$ cat src/rtl/uart_pkg.sv
// Shared definitions for the D-bus UART transmitter: register word indices,
// STATUS/CTRL bit positions and the transmit FSM state encoding.
package uart_pkg;

    // Register word index (addr[3:2]); byte offsets 0x0, 0x4, 0x8, 0xC
    localparam logic [1:0] REG_TXDATA  = 2'd0;
    localparam logic [1:0] REG_STATUS  = 2'd1;
    localparam logic [1:0] REG_BAUDDIV = 2'd2;
    localparam logic [1:0] REG_CTRL    = 2'd3;

    // STATUS bit positions; the FIFO level field starts at ST_LEVEL
    localparam int ST_FULL  = 0;
    localparam int ST_EMPTY = 1;
    localparam int ST_BUSY  = 2;
    localparam int ST_OVF   = 3;
    localparam int ST_LEVEL = 8;

    // CTRL bit positions
    localparam int CTRL_EN     = 0;
    localparam int CTRL_IRQ_EN = 1;
    localparam int CTRL_ODD    = 2;

    // Transmit FSM states; TX_PARITY is only visited in the parity build
    typedef enum logic [2:0] {
        TX_IDLE   = 3'd0,
        TX_START  = 3'd1,
        TX_DATA   = 3'd2,
        TX_PARITY = 3'd3,
        TX_STOP   = 3'd4
    } tx_state_e;

endpackage

$ cat src/rtl/sync_fifo.sv
// Synchronous FIFO with a combinational head read. A push into a full FIFO
// is accepted when a pop happens in the same cycle; otherwise it is dropped.
module sync_fifo #(
    parameter int WIDTH = 8,
    parameter int DEPTH = 16
) (
    input  logic                     clk,
    input  logic                     rst_n,
    input  logic                     push,
    input  logic [WIDTH-1:0]         wdata,
    input  logic                     pop,
    output logic [WIDTH-1:0]         rdata,
    output logic                     full,
    output logic                     empty,
    output logic [$clog2(DEPTH):0]   level
);

    localparam int AW = $clog2(DEPTH);
    localparam logic [AW-1:0] PTR_ONE  = 1;
    localparam logic [AW:0]   CNT_ONE  = 1;
    localparam logic [AW:0]   FULL_CNT = DEPTH[AW:0];

    logic [WIDTH-1:0] mem [DEPTH];
    logic [AW-1:0]    wr_ptr;
    logic [AW-1:0]    rd_ptr;
    logic [AW:0]      count;
    logic             push_ok;
    logic             pop_ok;

    assign full    = (count == FULL_CNT);
    assign empty   = (count == '0);
    assign level   = count;
    assign rdata   = mem[rd_ptr];
    assign pop_ok  = pop & ~empty;
    assign push_ok = push & (~full | pop_ok);

    // Storage array: written on an accepted push, no reset needed
    always_ff @(posedge clk) begin
        if (push_ok) begin
            mem[wr_ptr] <= wdata;
        end
    end

    // Pointers and occupancy count
    always_ff @(posedge clk or negedge rst_n) begin
        if (!rst_n) begin
            wr_ptr <= '0;
            rd_ptr <= '0;
            count  <= '0;
        end else begin
            if (push_ok) wr_ptr <= wr_ptr + PTR_ONE;
            if (pop_ok)  rd_ptr <= rd_ptr + PTR_ONE;
            case ({push_ok, pop_ok})
                2'b10:   count <= count + CNT_ONE;
                2'b01:   count <= count - CNT_ONE;
                default: count <= count;
            endcase
        end
    end

endmodule

$ cat src/rtl/uart_tx_dbus.sv
// Memory-mapped 8N1 UART transmitter behind the D-bus with a TX FIFO.
// Define UART_TX_PARITY_EN to add a parity bit (CTRL[2] selects odd parity).
//
// Bus handshake: a request sampled with req=1 at clock edge N takes its
// register side effects at edge N and returns ack=1 for exactly one cycle
// after edge N, with rdata valid only while ack=1 (0 otherwise). A new req
// may be presented in the ack cycle; accesses can be issued back to back.
module uart_tx_dbus
    import uart_pkg::*;
#(
    parameter int               FIFO_DEPTH = 16,
    parameter int               DIV_W      = 16,
    parameter logic [DIV_W-1:0] DIV_RESET  = 16'd433
) (
    input  logic        clk,
    input  logic        rst_n,
    input  logic        req,
    input  logic        we,
    input  logic [3:0]  addr,
    input  logic [31:0] wdata,
    output logic [31:0] rdata,
    output logic        ack,
    output logic        tx,
    output logic        irq
);

    localparam int LVL_W = $clog2(FIFO_DEPTH) + 1;
    localparam logic [DIV_W-1:0] DIV_ONE = 1;

    tx_state_e        state;
    tx_state_e        state_nxt;
    logic [DIV_W-1:0] baud_div;
    logic [DIV_W-1:0] div_lat;
    logic [DIV_W-1:0] baud_cnt;
    logic [7:0]       shift_q;
    logic [2:0]       bit_idx;
    logic             ctrl_en;
    logic             ctrl_irq_en;
    logic             ctrl_odd;
    logic             ovf;
    logic             busy;
    logic             pop;
    logic             push;
    logic             full;
    logic             empty;
    logic [LVL_W-1:0] level;
    logic [7:0]       fifo_rdata;
    logic [31:0]      rd_mux;
    logic             wr_status;
    logic             wr_baud;
    logic             wr_ctrl;
    logic             bit_end;
    logic             can_pop;
    logic             unused_bits;

    assign push        = req & we & (addr[3:2] == REG_TXDATA);
    assign wr_status   = req & we & (addr[3:2] == REG_STATUS);
    assign wr_baud     = req & we & (addr[3:2] == REG_BAUDDIV);
    assign wr_ctrl     = req & we & (addr[3:2] == REG_CTRL);
    assign bit_end     = (baud_cnt == '0);
    assign can_pop     = ctrl_en & ~empty;
    assign unused_bits = ^{wdata, addr[1:0]};

    sync_fifo #(.WIDTH(8), .DEPTH(FIFO_DEPTH)) u_fifo (
        .clk   (clk),
        .rst_n (rst_n),
        .push  (push),
        .wdata (wdata[7:0]),
        .pop   (pop),
        .rdata (fifo_rdata),
        .full  (full),
        .empty (empty),
        .level (level)
    );

    // Configuration registers and the sticky overflow flag
    always_ff @(posedge clk or negedge rst_n) begin
        if (!rst_n) begin
            baud_div    <= DIV_RESET;
            ctrl_en     <= 1'b0;
            ctrl_irq_en <= 1'b0;
            ovf         <= 1'b0;
        end else begin
            if (wr_baud) baud_div <= wdata[DIV_W-1:0];
            if (wr_ctrl) begin
                ctrl_en     <= wdata[CTRL_EN];
                ctrl_irq_en <= wdata[CTRL_IRQ_EN];
            end
            if (push & full & ~pop)            ovf <= 1'b1;
            else if (wr_status & wdata[ST_OVF]) ovf <= 1'b0;
        end
    end

`ifdef UART_TX_PARITY_EN
    logic par_q;

    // Parity polarity select, only stored when parity is built in
    always_ff @(posedge clk or negedge rst_n) begin
        if (!rst_n)       ctrl_odd <= 1'b0;
        else if (wr_ctrl) ctrl_odd <= wdata[CTRL_ODD];
    end
`else
    assign ctrl_odd = 1'b0;
`endif

    // Read mux for the register map
    always_comb begin
        rd_mux = '0;
        case (addr[3:2])
            REG_STATUS: begin
                rd_mux[ST_FULL]            = full;
                rd_mux[ST_EMPTY]           = empty;
                rd_mux[ST_BUSY]            = busy;
                rd_mux[ST_OVF]             = ovf;
                rd_mux[ST_LEVEL +: LVL_W]  = level;
            end
            REG_BAUDDIV: rd_mux[DIV_W-1:0] = baud_div;
            REG_CTRL: begin
                rd_mux[CTRL_EN]     = ctrl_en;
                rd_mux[CTRL_IRQ_EN] = ctrl_irq_en;
                rd_mux[CTRL_ODD]    = ctrl_odd;
            end
            default: rd_mux = '0;
        endcase
    end

    // Bus response: one-cycle ack, read data only during ack
    always_ff @(posedge clk or negedge rst_n) begin
        if (!rst_n) begin
            ack   <= 1'b0;
            rdata <= '0;
        end else begin
            ack   <= req;
            rdata <= (req & ~we) ? rd_mux : '0;
        end
    end

    // FSM state register
    always_ff @(posedge clk or negedge rst_n) begin
        if (!rst_n) state <= TX_IDLE;
        else        state <= state_nxt;
    end

    // FSM next-state logic
    always_comb begin
        state_nxt = state;
        case (state)
            TX_IDLE:  if (can_pop) state_nxt = TX_START;
            TX_START: if (bit_end) state_nxt = TX_DATA;
            TX_DATA: begin
                if (bit_end && bit_idx == 3'd7) begin
`ifdef UART_TX_PARITY_EN
                    state_nxt = TX_PARITY;
`else
                    state_nxt = TX_STOP;
`endif
                end
            end
`ifdef UART_TX_PARITY_EN
            TX_PARITY: if (bit_end) state_nxt = TX_STOP;
`endif
            TX_STOP:  if (bit_end) state_nxt = can_pop ? TX_START : TX_IDLE;
            default:  state_nxt = TX_IDLE;
        endcase
    end

    // FSM outputs: line level, busy, and FIFO pop at frame start
    always_comb begin
        busy = (state != TX_IDLE);
        pop  = can_pop & ((state == TX_IDLE) | ((state == TX_STOP) & bit_end));
        case (state)
            TX_START:  tx = 1'b0;
            TX_DATA:   tx = shift_q[0];
`ifdef UART_TX_PARITY_EN
            TX_PARITY: tx = par_q;
`endif
            default:   tx = 1'b1;
        endcase
    end

    // Frame datapath: the divisor is latched at frame start so BAUDDIV writes
    // made mid-frame only affect the next frame
    always_ff @(posedge clk or negedge rst_n) begin
        if (!rst_n) begin
            shift_q  <= '0;
            bit_idx  <= '0;
            baud_cnt <= '0;
            div_lat  <= '0;
        end else if (pop) begin
            shift_q  <= fifo_rdata;
            bit_idx  <= '0;
            baud_cnt <= baud_div;
            div_lat  <= baud_div;
        end else if (state != TX_IDLE) begin
            if (bit_end) begin
                baud_cnt <= div_lat;
                if (state == TX_DATA) begin
                    shift_q <= shift_q >> 1;
                    bit_idx <= bit_idx + 3'd1;
                end
            end else begin
                baud_cnt <= baud_cnt - DIV_ONE;
            end
        end
    end

`ifdef UART_TX_PARITY_EN
    // Parity bit computed from the whole byte when it is loaded
    always_ff @(posedge clk or negedge rst_n) begin
        if (!rst_n)   par_q <= 1'b0;
        else if (pop) par_q <= (^fifo_rdata) ^ ctrl_odd;
    end
`endif

    // Level interrupt, registered one cycle behind its inputs
    always_ff @(posedge clk or negedge rst_n) begin
        if (!rst_n) irq <= 1'b0;
        else        irq <= ctrl_irq_en & empty & ~busy;
    end

endmodule

$ cat config.mk
export PLATFORM = sky130hd
export DESIGN_NAME = uart_tx_dbus
export DESIGN_NICKNAME = d
export VERILOG_FILES = /design/src/rtl/uart_pkg.sv /design/src/rtl/sync_fifo.sv /design/src/rtl/uart_tx_dbus.sv
export SDC_FILE = /design/constraint.sdc
export NUM_CORES = 1
export LEC_CHECK = 0
export ABC_AREA = 1
export CORE_MARGIN = 5
export CORE_UTILIZATION = 30
export CTS_CLUSTER_SIZE = 16
export DETAILED_ROUTE_END_ITERATION = 7
export GPL_TIMING_DRIVEN = 0
export PLACE_DENSITY = 0.52
export SETUP_SLACK_MARGIN = 0.4
export SLEW_MARGIN = 25
export SYNTH_ARGS = -nofsm -noshare
export SYNTH_HDL_FRONTEND = slang
export SYNTH_SLANG_ARGS = --single-unit
$ cat constraint.sdc
create_clock -name clk -period 4.9 [get_ports clk]
set_clock_uncertainty 0.05 [all_clocks]
set_input_delay 1.225 -clock clk [delete_from_list [all_inputs] [get_ports clk]]
set_output_delay 1.225 -clock clk [all_outputs]
set_load 0.1 [all_outputs]
==> out/results.ini <==
[route]
ant_nets = 0
wl_per_cell_um = 17.4
vias = 6874
drt-total-wl_um = 25500
drc = 0
drtIter0Drc = 592
via_per_inst = 4.69
firstDrtPassIters = 5

[cts]
post_cts_resized = 0
cts_tree = done
cts_inserted_buffers = 24
cts.sinks = 224
insertion_delay_ns = 0.51
hold_buffers = 0
clk_pin_slew_ns = 0.06
cts_setup_buffers = 0
cts.path.max_buffers = 3
cts-root-buf = clkbuf_16
htree_num_levels = 1

[yosys]
ys_seq_area_share_pct = 63.9
synth_seq_cells = 224
syn_area_per_cell_um2 = 10.6
synth_top_cells_by_area = edfxtp_1 (39%), dfrtp_1 (23%), nand2_1 (5.9%)
synth_top_area_cell = edfxtp_1
netlist.area_leader.share_pct = 39.3
syn_area_um2 = 9790
syn_inst = 924
ys.flop_type = edfxtp_1
ys_types = 43
ys_async_sr_fraction_pct = 42.9
yosys_warnings = 0
synth_edf_count = 128

[setup_path]
cp_max_fo = 5
cp_data_required_time_ns = 3.62
cp_cell_sequence = nor3_1 -> a21oi_1 -> clkdlybuf4s50_1
r2r_start = baud_cnt[0]
critPathMaxStageDelay_ns = 1.18
r2r_end = u_fifo.mem[3][7]
cpLargestDelayFamily = buffers and inverters
rrSetupSlack_ns = 1.80
cp-start-kind = register
path_class = reg -> out
cp_num_buf_inv = 1
crit_path_end_kind = primary output
slowest_stage = clkdlybuf4s50_1
r2r_cells = 10
cp.arrival_ns = 2.51

[final_layout]
finish.utilization_pct = 35.7
fin_nets = 1061
layout_commonest_cell = nand2_1
antenna_cells = 0
final_cell_mix = nand2_1 (155), edfxtp_1 (128), nor2_1 (127)
syn_to_final_growth_pct = 18.2
final_cells = 1466
drive_above_1_share_pct = 8.69

[floorplan]
core_um2 = 32400
die_x_um = 191
rows = 66
start_util_pct = 30.2
die-area_um2 = 36300
dieHeight_um = 191
io_pins = 75

[global_routing]
grt_overflow_total = 0
grt_pass1_wl_um = 40300
grt_max_degree = 53
grt_use_total_pct = 14.1
antenna_found_initial = 0
first_global_vias = 6881

[placement]
gp_congestion = 0.812
pre_cts_slack_ns = 0.915
placed_cells = 1422
io_buffers = 40
hpwl_um = 17500

[timing]
final.min_clock_period_ns = 3.79
rsz0062_at_grt = no
finalMaxSlewViolations = 0
finalHoldViolCount = 0
fin_crit_sh_pct = 77.3
timing.final.ws_setup_ns = 1.11
finalSetupViolCount = 0
slew_headroom_pct = 31.8
fmax_mhz = 264
tightest_slew_ns = 1.02

[power]
ir_drop_mv = 0.278
cellLeakagePower_nw = 4.54
power_density_nw_per_um2 = 560
power_mw = 6.48

[min_path]
holdPathStages = 2
hold_class = reg -> reg
min_to = div_lat[8]
hp-start = div_lat[8]

[status]
outcome = finished clean

[flow_run]
cap_violations = 0

[registers in the layout, summed over array words and instances (netlist names)]
name and count:
baud_cnt 16, state 3, baud_div 16, ack 1, div_lat 16, shift_q 8, irq 1, ctrl_irq_en 1
u_fifo.wr_ptr 4, u_fifo.level 5, ctrl_en 1, rdata 16, u_fifo.rd_ptr 4, ovf 1, bit_idx 3, u_fifo.mem 128
[synth_stat cells (5+ instances only)]
cell / n
o211ai_1: 10
nor3_1: 5
a21oi_1: 32
nor2_1: 127
dfrtp_1: 91
o22ai_1: 7
dfstp_2: 5
nand2_1: 155
clkbuf_1: 27
xor2_1: 13
o21ai_0: 106
ha_1: 15
inv_1: 64
buf_4: 17
buf_2: 6
mux2_2: 6
a22o_1: 5
nand4_1: 6
a31oi_1: 8
nand3_1: 26
edfxtp_1: 128
o221ai_1: 21
nor2_2: 8
[worst register-to-register path, cell delays in order (launching register included)]
cell     delay [ns]
dfrtp_1        0.36
inv_1          0.10
ha_1           0.21
nand2_2        0.13
nor2_2         0.16
nand2_2        0.13
nand2_4        0.12
nand2_4        0.11
a21oi_4        0.31
nand2_1        0.23
nor2_1         0.81
[routing by layer]
| layer | vias up | wire length (µm) | track usage [%] |
|---|---|---|---|
| li1 | 3317 | - | - |
| met1 | 3345 | 12000 | 20.3 |
| met2 | 176 | 11600 | 22.2 |
| met3 | 36 | 1400 | 2.31 |
| met4 | 0 | 460 | 3.59 |
| met5 | - | 0 | 0 |
[layout make-up]
cell class / count / area, µm²
sequential: 224 / 6250
clock buffer: 40 / 723
inverter: 68 / 255
fill: 3262 / 20800
clock inverter: 4 / 18.8
multi-input combinational: 593 / 3060
tap: 442 / 553
buffer: 54 / 274
timing repair buffer: 41 / 429
[where the power goes]
| part | internal (mW) | switching, mW |
|---|---|---|
| Sequential | 2.28 | 0.208 |
| Combinational | 0.685 | 1.58 |
| Clock | 1.00 | 0.719 |
[cells by family (layout without fill, tap and decap cells)]
kind of cell / after synthesis / after routing / share of synthesized area (%)
XOR/XNOR: 16 / 16 / 1.43
multiplexers: 6 / 6 / 0.690
flip-flops: 224 / 224 / 63.9
buffers and inverters: 122 / 207 / 5.41
other: 1 / 16 / 0.0383
AO/OA/AOI/OAI: 202 / 202 / 12.3
adder cells (fa/ha/maj): 15 / 15 / 1.92
AND/OR/NAND/NOR: 338 / 338 / 14.3
[worst max-delay path by stage]
stage / startpoint / endpoint / cells past startpoint
6_report: state[2] / tx / 3
5_1_grt: state[2] / tx / 3
4_1_cts: state[2] / tx / 3
3_5_place_dp: addr[2] / u_fifo.mem[11][0] / 7
3_3_place_gp: rst_n / u_fifo.wr_ptr[3] / 1
2_1_floorplan: state[2] / tx / 2
[through the flow]
stage	cell area, µm²	TNS [ns]	hold WS, ns
3_5_place_dp	10800	0	0.415
6_report	11600	0	0.430
5_1_grt	11600	0	0.439
4_1_cts	11600	0	0.432
2_1_floorplan	9840	0	0.394
3_3_place_gp	10800	-119.65	0.411
Power figures use the tool's default switching activity.
